$ cat src/rtl/mem_port_arbiter.sv
// Fetch/data arbiter onto one single-ported memory with pipeline stall.
// ARB_FETCH_HOLD_EN adds a one-entry fetch hold register for repeat PCs.
module mem_port_arbiter #(
  parameter int AW       = 32,
  parameter int DW       = 32,
  parameter int MAX_WAIT = 255
) (
  input  logic          clk,
  input  logic          reset,
  input  logic          i_req,
  input  logic [AW-1:0] i_addr,
  output logic [DW-1:0] i_rdata,
  input  logic          d_req,
  input  logic          d_we,
  input  logic [AW-1:0] d_addr,
  input  logic [DW-1:0] d_wdata,
  output logic [DW-1:0] d_rdata,
  output logic          m_req,
  output logic          m_we,
  output logic [AW-1:0] m_addr,
  output logic [DW-1:0] m_wdata,
  input  logic [DW-1:0] m_rdata,
  input  logic          m_ack,
  output logic          stall,
  output logic          timeout_err
);

  localparam int WW = $clog2(MAX_WAIT + 1);

  typedef enum logic [1:0] {
    IDLE,
    D_BUSY,
    I_BUSY
  } state_t;

  state_t        state;
  state_t        state_nxt;
  logic          i_done;
  logic          d_done;
  logic [WW-1:0] wait_cnt;
  logic          i_pend;
  logic          d_pend;
  logic          hit;
  logic          expire;
  logic          go_d;
  logic          go_i;
  logic          ack_d;
  logic          ack_i;
  logic          to_d;
  logic          to_i;

  assign i_pend = i_req & ~i_done;
  assign d_pend = d_req & ~d_done;
  assign expire = (wait_cnt == WW'(MAX_WAIT - 1));
  assign stall  = ~reset & ((i_pend & ~hit) | d_pend);

`ifdef ARB_FETCH_HOLD_EN
  logic          hold_valid;
  logic [AW-1:0] hold_addr;
  logic [DW-1:0] hold_data;

  // Only served from the hold when no data access could overwrite it first.
  assign hit = (state == IDLE) & hold_valid & i_pend & ~d_pend
             & (i_addr == hold_addr);

  always_ff @(posedge clk or posedge reset) begin
    if (reset) begin
      hold_valid <= 1'b0;
      hold_addr  <= '0;
      hold_data  <= '0;
    end else if (ack_i) begin
      hold_valid <= 1'b1;
      hold_addr  <= m_addr;
      hold_data  <= m_rdata;
    end else if (to_i) begin
      hold_valid <= 1'b0;
    end else if (ack_d & m_we & (m_addr == hold_addr)) begin
      hold_valid <= 1'b0;
    end
  end
`else
  assign hit = 1'b0;
`endif

  always_comb begin
    state_nxt = state;
    go_d      = 1'b0;
    go_i      = 1'b0;
    ack_d     = 1'b0;
    ack_i     = 1'b0;
    to_d      = 1'b0;
    to_i      = 1'b0;
    unique case (state)
      IDLE: begin
        if (d_pend) begin
          go_d      = 1'b1;
          state_nxt = D_BUSY;
        end else if (i_pend && !hit) begin
          go_i      = 1'b1;
          state_nxt = I_BUSY;
        end
      end
      D_BUSY: begin
        if (m_ack) begin
          ack_d = 1'b1;
          if (i_pend) begin
            go_i      = 1'b1;
            state_nxt = I_BUSY;
          end else begin
            state_nxt = IDLE;
          end
        end else if (expire) begin
          to_d      = 1'b1;
          state_nxt = IDLE;
        end
      end
      I_BUSY: begin
        if (m_ack) begin
          ack_i     = 1'b1;
          state_nxt = IDLE;
        end else if (expire) begin
          to_i      = 1'b1;
          state_nxt = IDLE;
        end
      end
      default: state_nxt = IDLE;
    endcase
  end

  always_ff @(posedge clk or posedge reset) begin
    if (reset) state <= IDLE;
    else       state <= state_nxt;
  end

  always_ff @(posedge clk or posedge reset) begin
    if (reset) begin
      m_req    <= 1'b0;
      m_we     <= 1'b0;
      m_addr   <= '0;
      m_wdata  <= '0;
      wait_cnt <= '0;
    end else begin
      if (go_d) begin
        m_req   <= 1'b1;
        m_we    <= d_we;
        m_addr  <= d_addr;
        m_wdata <= d_wdata;
      end else if (go_i) begin
        m_req  <= 1'b1;
        m_we   <= 1'b0;
        m_addr <= i_addr;
      end else if (ack_d | ack_i | to_d | to_i) begin
        m_req <= 1'b0;
        m_we  <= 1'b0;
      end
      if (go_d | go_i)
        wait_cnt <= '0;
      else if (state != IDLE && !m_ack)
        wait_cnt <= wait_cnt + 1'b1;
    end
  end

  // Done bits live until the core advances (the first edge with stall low).
  always_ff @(posedge clk or posedge reset) begin
    if (reset) begin
      i_done <= 1'b0;
      d_done <= 1'b0;
    end else if (!stall) begin
      i_done <= 1'b0;
      d_done <= 1'b0;
    end else begin
      if (ack_i | to_i) i_done <= 1'b1;
      if (ack_d | to_d) d_done <= 1'b1;
    end
  end

  always_ff @(posedge clk or posedge reset) begin
    if (reset) begin
      i_rdata <= '0;
    end else if (ack_i) begin
      i_rdata <= m_rdata;
    end else if (to_i) begin
      i_rdata <= '0;
`ifdef ARB_FETCH_HOLD_EN
    end else if (hit) begin
      i_rdata <= hold_data;
`endif
    end
  end

  always_ff @(posedge clk or posedge reset) begin
    if (reset)             d_rdata <= '0;
    else if (ack_d & ~m_we) d_rdata <= m_rdata;
    else if (to_d)         d_rdata <= '0;
  end

  always_ff @(posedge clk or posedge reset) begin
    if (reset)            timeout_err <= 1'b0;
    else if (to_d | to_i) timeout_err <= 1'b1;
  end

endmodule

$ cat config.mk
export PLATFORM = sky130hd
export DESIGN_NAME = mem_port_arbiter
export DESIGN_NICKNAME = d
export VERILOG_FILES = /design/src/rtl/mem_port_arbiter.sv
export SDC_FILE = /design/constraint.sdc
export NUM_CORES = 1
export LEC_CHECK = 0
export CAP_MARGIN = 0
export CORE_UTILIZATION = 35
export CTS_CLUSTER_SIZE = 8
export DETAILED_ROUTE_END_ITERATION = 6
export GPL_TIMING_DRIVEN = 1
export PLACE_DENSITY = 0.67
export SYNTH_ARGS = -nofsm -noshare
export SYNTH_HDL_FRONTEND = slang
export SYNTH_SLANG_ARGS = --single-unit
$ cat constraint.sdc
create_clock -name clk -period 9.5 [get_ports clk]
set_input_delay 2.375 -clock clk [delete_from_list [all_inputs] [get_ports clk]]
set_output_delay 2.375 -clock clk [all_outputs]
set_load 0.02 [all_outputs]
==> reports/summary.json, run 1 <==
{
  "outcome": {"value": "completed"},
  "fmaxAchievable": {"value": 0.156, "unit": "GHz"},
  "mapped_cells": {"value": 400},
  "worst_pin_slew": {"value": 813, "unit": "ps"},
  "synth_seq_cells": {"value": 143},
  "average_instance_area_after_synthesis": {"value": 14.9, "unit": "um^2"},
  "drc": {"value": 0},
  "total_power": {"value": 0.00335, "unit": "W"},
  "crit_path_dat": {"value": 4020, "unit": "ps"},
  "min_delay_worst_endpoint": {"value": "timeout_err"},
  "area_delta_synth_final": {"value": 57.5, "unit": "%"},
  "worst_slew_margin_rel": {"value": 45.8, "unit": "%"},
  "cell_internal_pwr": {"value": 0.00217, "unit": "W"},
  "stdcell_area": {"value": 9360, "unit": "um^2"},
  "power.share.clock": {"value": 19.7, "unit": "%"},
  "multiInputGateArea": {"value": 2190, "unit": "um^2"},
  "start_kind": {"value": "input port"},
  "most-common-layout-cells": {"value": "clkdlybuf4s50_1 (265), dfrtp_1 (143), a22o_1 (65)"},
  "whs_path_depth": {"value": 1},
  "synthesis.nets": {"value": 536},
  "critPathSlowestCell": {"value": "clkdlybuf4s50_1"},
  "finalNetCount": {"value": 802},
  "timing.final.hold_violations": {"value": 0},
  "min_period_over_period": {"value": 67.3, "unit": "%"},
  "cp.required": {"value": 7130, "unit": "ps"},
  "pwr-share-seq": {"value": 31.6, "unit": "%"},
  "share_comb_of_total_power": {"value": 48.7, "unit": "%"},
  "hold_buffers": {"value": 0},
  "worstSetupEndpointType": {"value": "output pin"},
  "rsz0062_at_grt": {"value": "false"},
  "placeableCoreArea": {"value": 16600, "unit": "um^2"},
  "synth_cell_type_count": {"value": 34},
  "detail_route.vias_per_cell": {"value": 4.88},
  "post_cts_resized": {"value": 0},
  "clk_pin_slew_worst_paths": {"value": 60, "unit": "ps"},
  "die_width": {"value": 132, "unit": "um"},
  "cts_tree": {"value": "done"},
  "num-fill-cells": {"value": 1370},
  "postRouteWirelength": {"value": 16.2, "unit": "mm"},
  "final_sum_of_negative_setup_slack": {"value": 0, "unit": "ps"},
  "max-vdd-ir-drop": {"value": 0.171, "unit": "mV"},
  "floorplan.die.height": {"value": 132, "unit": "um"},
  "r2r_cells": {"value": 5},
  "antenna_found_initial": {"value": 0},
  "grt_first_pass_wirelength": {"value": 26.0, "unit": "mm"},
  "final_period_minus_worst_setup_slack": {"value": 6390, "unit": "ps"},
  "worstHoldPathType": {"value": "reg2reg"},
  "first_global_vias": {"value": 4743},
  "worstPathCellList": {"value": "clkdlybuf4s50_1, nor2b_1, nor2_1, nor2_1, clkdlybuf4s50_1"},
  "post_dp_cell_area": {"value": 8770, "unit": "um^2"},
  "sw_frac_of_total": {"value": 35.2, "unit": "%"},
  "hpwlAfterDp": {"value": 11.0, "unit": "mm"},
  "synth_seq_area_share": {"value": 60.2, "unit": "%"},
  "clock_latency": {"value": 410, "unit": "ps"},
  "all_layer_gr_usage": {"value": 19.3, "unit": "%"},
  "reg2reg_setup_slack": {"value": 6930, "unit": "ps"},
  "layout_commonest_cell": {"value": "clkdlybuf4s50_1"},
  "area.sequential": {"value": 3580, "unit": "um^2"},
  "crit-reg2reg-launch": {"value": "d_done"},
  "cts_root_buf": {"value": "clkbuf_16"},
  "utilization": {"value": 56.4, "unit": "%"},
  "cap_viol_max_count": {"value": 0},
  "setup_viol": {"value": 0},
  "grt_start_max_net_pins": {"value": 81},
  "holdCritStartpoint": {"value": "timeout_err"},
  "synth_warnings": {"value": 0},
  "portBuffers": {"value": 265},
  "clock_tree.htree_level_count": {"value": 4},
  "antenna_left": {"value": 0},
  "number_of_buffer_and_inverter_stages_on_the_critical_path": {"value": 2},
  "worst_hold_margin": {"value": 482, "unit": "ps"},
  "placementRows": {"value": 47},
  "power.density_cell_area": {"value": 358, "unit": "nW/um^2"},
  "vias": {"value": 4384},
  "regToRegEndpoint": {"value": "m_addr[30]"},
  "cts_inserted_buffers": {"value": 17},
  "first_pass_iters": {"value": 4},
  "io_pins": {"value": 266},
  "net_switching_power_figure": {"value": 0.00118, "unit": "W"},
  "path_delay_family": {"value": "buffers and inverters"},
  "cts_post_setup_buffers_inserted": {"value": 0},
  "die_area": {"value": 17500, "unit": "um^2"},
  "global_route_overflow": {"value": 0},
  "cts.sinks": {"value": 143},
  "crit_path_max_incr_delay": {"value": 630, "unit": "ps"},
  "antennaDiodeCount": {"value": 0},
  "synth_area": {"value": 5940, "unit": "um^2"},
  "maxSlewViolCount": {"value": 0},
  "skew": {"value": 5.92, "unit": "ps"},
  "detailedRoute.firstIterationViolations": {"value": 177},
  "routed_wire_length_per_instance": {"value": 18.0, "unit": "um"},
  "power.leakage": {"value": 4.05, "unit": "nW"},
  "path_max_fanout": {"value": 4},
  "starting_utilization_of_the_core_area": {"value": 35.8, "unit": "%"},
  "clock_path_buffers": {"value": 2},
  "critical_path_class": {"value": "in2out"},
  "gp_congestion": {"value": 0.821},
  "drive_gt1_share": {"value": 19.3, "unit": "%"}
}
-- through the flow --
step | std cells | setup WS [ps]
2_1_floorplan | 400 | 3290
3_3_place_gp | 867 | 3120
6_report | 898 | 3110
3_5_place_dp | 867 | 3120
4_1_cts | 898 | 3090
5_1_grt | 898 | 3010
-- worst max path at each step --
stage | startpoint | endpoint | slack (ps) | depth (start not counted)
2_1_floorplan | reset | d_done | 3290 | 1
3_3_place_gp | i_req | stall | 3120 | 5
3_5_place_dp | i_req | stall | 3120 | 5
4_1_cts | i_req | stall | 3090 | 5
5_1_grt | i_req | stall | 3010 | 5
6_report | i_req | stall | 3110 | 5
-- Yosys cell counts (all sizes together) --
master | n | area share (%)
dfrtp | 143 | 60
mux2 | 96 | 20
a22o | 65 | 9.6
buf | 24 | 2.9
nor2 | 11 | 0.69
nand2 | 9 | 0.57
nor3 | 6 | 0.59
nor2b | 5 | 0.53
nand2b | 4 | 0.42
nand3 | 4 | 0.34
xnor2 | 4 | 0.59
inv | 3 | 0.19
nand4 | 3 | 0.32
o21ai | 3 | 0.25
o21bai | 3 | 0.44
a21o | 2 | 0.25
a21oi | 2 | 0.17
and2 | 2 | 0.21
ha | 2 | 0.42
xor2 | 2 | 0.29
and2b | 1 | 0.13
and4bb | 1 | 0.21
clkbuf | 1 | 0.063
nor4 | 1 | 0.11
o211ai | 1 | 0.13
o21ba | 1 | 0.17
o22ai | 1 | 0.11
-- cells by family (layout without fill, tap and decap cells) --
logic type      count (synthesis)  in the layout  synth area share (%)
fa+ha+maj                       2              2                 0.421
buf+inv                        28            306                  3.14
simple gates                   47             47                  4.11
mux                            96             96                  20.1
xor+xnor                        6              6                 0.884
flops                         143            143                  60.2
compound gates                 78             78                  11.1
-- power groups by stage --
stage | sequential (W) | clock (W) | combinational, W
after floorplan | 0.00137 | 0 | 0.000607
after global placement | 0.00105 | 0 | 0.00162
after detailed placement | 0.00106 | 0 | 0.00164
after CTS | 0.00106 | 0.000681 | 0.00165
after global routing | 0.00110 | 0.000705 | 0.00172
final | 0.00106 | 0.000660 | 0.00163
-- state kept, by name, summed over array words and instances (netlist names) --
signal	flops
i_done	1
m_addr	32
m_req	1
d_rdata	32
d_done	1
m_we	1
i_rdata	32
state	2
wait_cnt	8
m_wdata	32
timeout_err	1
-- layer usage --
metal / up-vias / track usage (%) / share of wire [%]
met2: 174 / 32.3 / 48
met4: 0 / 7.22 / 1.3
met5: - / 0 / 0
met3: 15 / 6.15 / 7.1
li1: 2006 / - / -
met1: 2189 / 23.2 / 43
-- layout make-up --
class | count | area share [%]
Sequential cell | 143 | 38.2
Timing Repair Buffer | 272 | 28.9
Multi-Input combinational cell | 229 | 23.4
Clock buffer | 19 | 4.84
Tap cell | 220 | 2.94
Clock inverter | 12 | 1.46
Inverter | 3 | 0.174
-- worst reg2reg max path, delay by kind of cell (launching register included) --
kind / cells / cell delay (ps)
muxes: 2 / 750
buffers and inverters: 1 / 660
and+or+nand+nor: 2 / 650
DFF: 1 / 410
(Power assumes the default switching activity.)
==> run 2: changes to the inputs <==
==> constraint.sdc (replaced) <==
create_clock -name clk -period 6.38 [get_ports clk]
set_input_delay 1.595 -clock clk [delete_from_list [all_inputs] [get_ports clk]]
set_output_delay 1.595 -clock clk [all_outputs]
set_load 0.02 [all_outputs]
==> run 2 against run 1 <==
Effect of this change: critical path depth did not move; global-route usage grew 0.29 points; via count rose by 0.18%; cell count up 0.11%; utilization rose by 0.44 points; sequential share of layout area down 0.29 points; sequential power rose by 49%; design area rose by 0.78%; register-to-register slack worse by 3100 ps; largest cell class unchanged; highest routed layer unchanged.
==> reports/summary.json, run 2 (synthesis gave the netlist of run 1 again) <==
{
  "outcome": {"value": "completed"},
  "floorplan.die.height": {"value": 132, "unit": "um"},
  "routed_wire_length_per_instance": {"value": 18.2, "unit": "um"},
  "cts.sinks": {"value": 143},
  "crit-reg2reg-launch": {"value": "d_done"},
  "cts_post_setup_buffers_inserted": {"value": 0},
  "post_cts_resized": {"value": 0},
  "cap_viol_max_count": {"value": 0},
  "die_width": {"value": 132, "unit": "um"},
  "layout_commonest_cell": {"value": "clkdlybuf4s50_1"},
  "maxSlewViolCount": {"value": 0},
  "starting_utilization_of_the_core_area": {"value": 35.8, "unit": "%"},
  "gp_congestion": {"value": 0.804},
  "crit_path_start": {"value": "i_req"},
  "grt_start_max_net_pins": {"value": 101},
  "regToRegEndpoint": {"value": "m_addr[29]"},
  "cp-endpoint": {"value": "stall"},
  "cts_inserted_buffers": {"value": 17},
  "area_delta_synth_final": {"value": 58.7, "unit": "%"},
  "worst_pin_slew": {"value": 888, "unit": "ps"},
  "worstHoldPathType": {"value": "reg2reg"},
  "rsz0062_at_grt": {"value": "false"},
  "fmaxAchievable": {"value": 0.207, "unit": "GHz"},
  "antennaDiodeCount": {"value": 0},
  "vias": {"value": 4392},
  "worst_hold_margin": {"value": 491, "unit": "ps"},
  "global_route_overflow": {"value": 0},
  "final_period_minus_worst_setup_slack": {"value": 4830, "unit": "ps"},
  "power.share.clock": {"value": 21.6, "unit": "%"},
  "die_area": {"value": 17500, "unit": "um^2"},
  "worstSetupEndpointType": {"value": "output pin"},
  "clock_tree.htree_level_count": {"value": 4},
  "reg2reg_setup_slack": {"value": 3810, "unit": "ps"},
  "start_kind": {"value": "input port"},
  "power.leakage": {"value": 4.08, "unit": "nW"},
  "antenna_found_initial": {"value": 0},
  "path_max_fanout": {"value": 4},
  "utilization": {"value": 56.9, "unit": "%"},
  "first_global_vias": {"value": 4810},
  "finalNetCount": {"value": 802},
  "timing.final.hold_violations": {"value": 0},
  "detailedRoute.firstIterationViolations": {"value": 155},
  "first_pass_iters": {"value": 4},
  "cts_root_buf": {"value": "clkbuf_16"},
  "net_switching_power_figure": {"value": 0.00177, "unit": "W"},
  "all_layer_gr_usage": {"value": 19.6, "unit": "%"},
  "drc": {"value": 0},
  "skew": {"value": 9.45, "unit": "ps"},
  "pwr-share-seq": {"value": 30.8, "unit": "%"},
  "crit_path_dat": {"value": 3230, "unit": "ps"},
  "postRouteWirelength": {"value": 16.4, "unit": "mm"},
  "sw_frac_of_total": {"value": 34.6, "unit": "%"},
  "share_comb_of_total_power": {"value": 47.5, "unit": "%"},
  "most-common-layout-cells": {"value": "clkdlybuf4s50_1 (265), dfrtp_1 (143), a22o_1 (65)"},
  "placementRows": {"value": 47},
  "clock_latency": {"value": 420, "unit": "ps"},
  "cp.required": {"value": 4790, "unit": "ps"},
  "clk_pin_slew_worst_paths": {"value": 60, "unit": "ps"},
  "r2r_cells": {"value": 5},
  "hold_buffers": {"value": 0},
  "worst_slew_margin_rel": {"value": 40.8, "unit": "%"},
  "cell_internal_pwr": {"value": 0.00335, "unit": "W"},
  "final_sum_of_negative_setup_slack": {"value": 0, "unit": "ps"},
  "setup_viol": {"value": 0},
  "clock_path_buffers": {"value": 2},
  "min_period_over_period": {"value": 75.6, "unit": "%"},
  "drive_gt1_share": {"value": 19.4, "unit": "%"},
  "max-vdd-ir-drop": {"value": 0.277, "unit": "mV"},
  "io_pins": {"value": 266},
  "worstPathCellList": {"value": "clkdlybuf4s50_1, nor2b_1, nor2_1, nor2_1, clkdlybuf4s50_1"},
  "critPathSlowestCell": {"value": "clkdlybuf4s50_1"},
  "finish.cell_count_without_fillers": {"value": 899},
  "portBuffers": {"value": 265},
  "antenna_left": {"value": 0},
  "crit_path_max_incr_delay": {"value": 640, "unit": "ps"},
  "post-place-cells": {"value": 867},
  "cts_tree": {"value": "done"},
  "grt_first_pass_wirelength": {"value": 26.5, "unit": "mm"},
  "detail_route.vias_per_cell": {"value": 4.89},
  "power.density_cell_area": {"value": 543, "unit": "nW/um^2"},
  "critical_path_class": {"value": "in2out"},
  "placeableCoreArea": {"value": 16600, "unit": "um^2"},
  "hpwlAfterDp": {"value": 11.1, "unit": "mm"}
}
run 2: cell types whose count changed in the layout (fill, tap and decap cells not counted), sizes merged:
cell    change
inv         -1
clkinv      -1
bufinv      +3
run 2: power by group through the flow:
stage	registers [W]	clock network (W)	logic (W)
floorplan	0.00204	0	0.000904
global placement	0.00157	0	0.00240
detailed placement	0.00158	0	0.00245
CTS	0.00158	0.00114	0.00246
global route	0.00163	0.00118	0.00256
finish	0.00158	0.00111	0.00243
run 2: layout make-up:
type,count,area (um^2)
tap,220,275
inverter,3,16.3
clock buffer,19,453
sequential,143,3580
fill,1354,7150
clock inverter,13,209
timing repair buffer,272,2710
multi-input combinational,229,2190
run 2: routing by layer:
metal	vias to the layer above	wire length, um	track usage [%]
li1	2003	-	-
met1	2162	7070	24.4
met2	199	7700	31.5
met3	28	1260	6.84
met4	0	344	7.09
met5	-	0	0
run 2: worst min path at each step:
| stage | start | end | slack [ps] | cells past startpoint |
|---|---|---|---|---|
| after floorplan | wait_cnt[7] | wait_cnt[7] | 510 | 2 |
| after global placement | m_req | m_req | 470 | 1 |
| after detailed placement | m_req | m_req | 480 | 1 |
| after CTS | m_req | m_req | 490 | 1 |
| after global routing | m_req | m_req | 510 | 1 |
| final | timeout_err | timeout_err | 490 | 1 |
run 2: critical path: cells and delay by family:
family / cells / cell delay [ps]
and+or+nand+nor: 3 / 510
buffers and inverters: 2 / 1120
run 2: metrics by stage:
| stage | power, W | instance area (um^2) | setup slack [ps] |
|---|---|---|---|
| floorplan | 0.00295 | 5940 | 947 |
| global placement | 0.00397 | 8770 | 1540 |
| detailed placement | 0.00402 | 8770 | 1580 |
| CTS | 0.00517 | 9430 | 1560 |
| global route | 0.00537 | 9430 | 1460 |
| finish | 0.00512 | 9430 | 1550 |
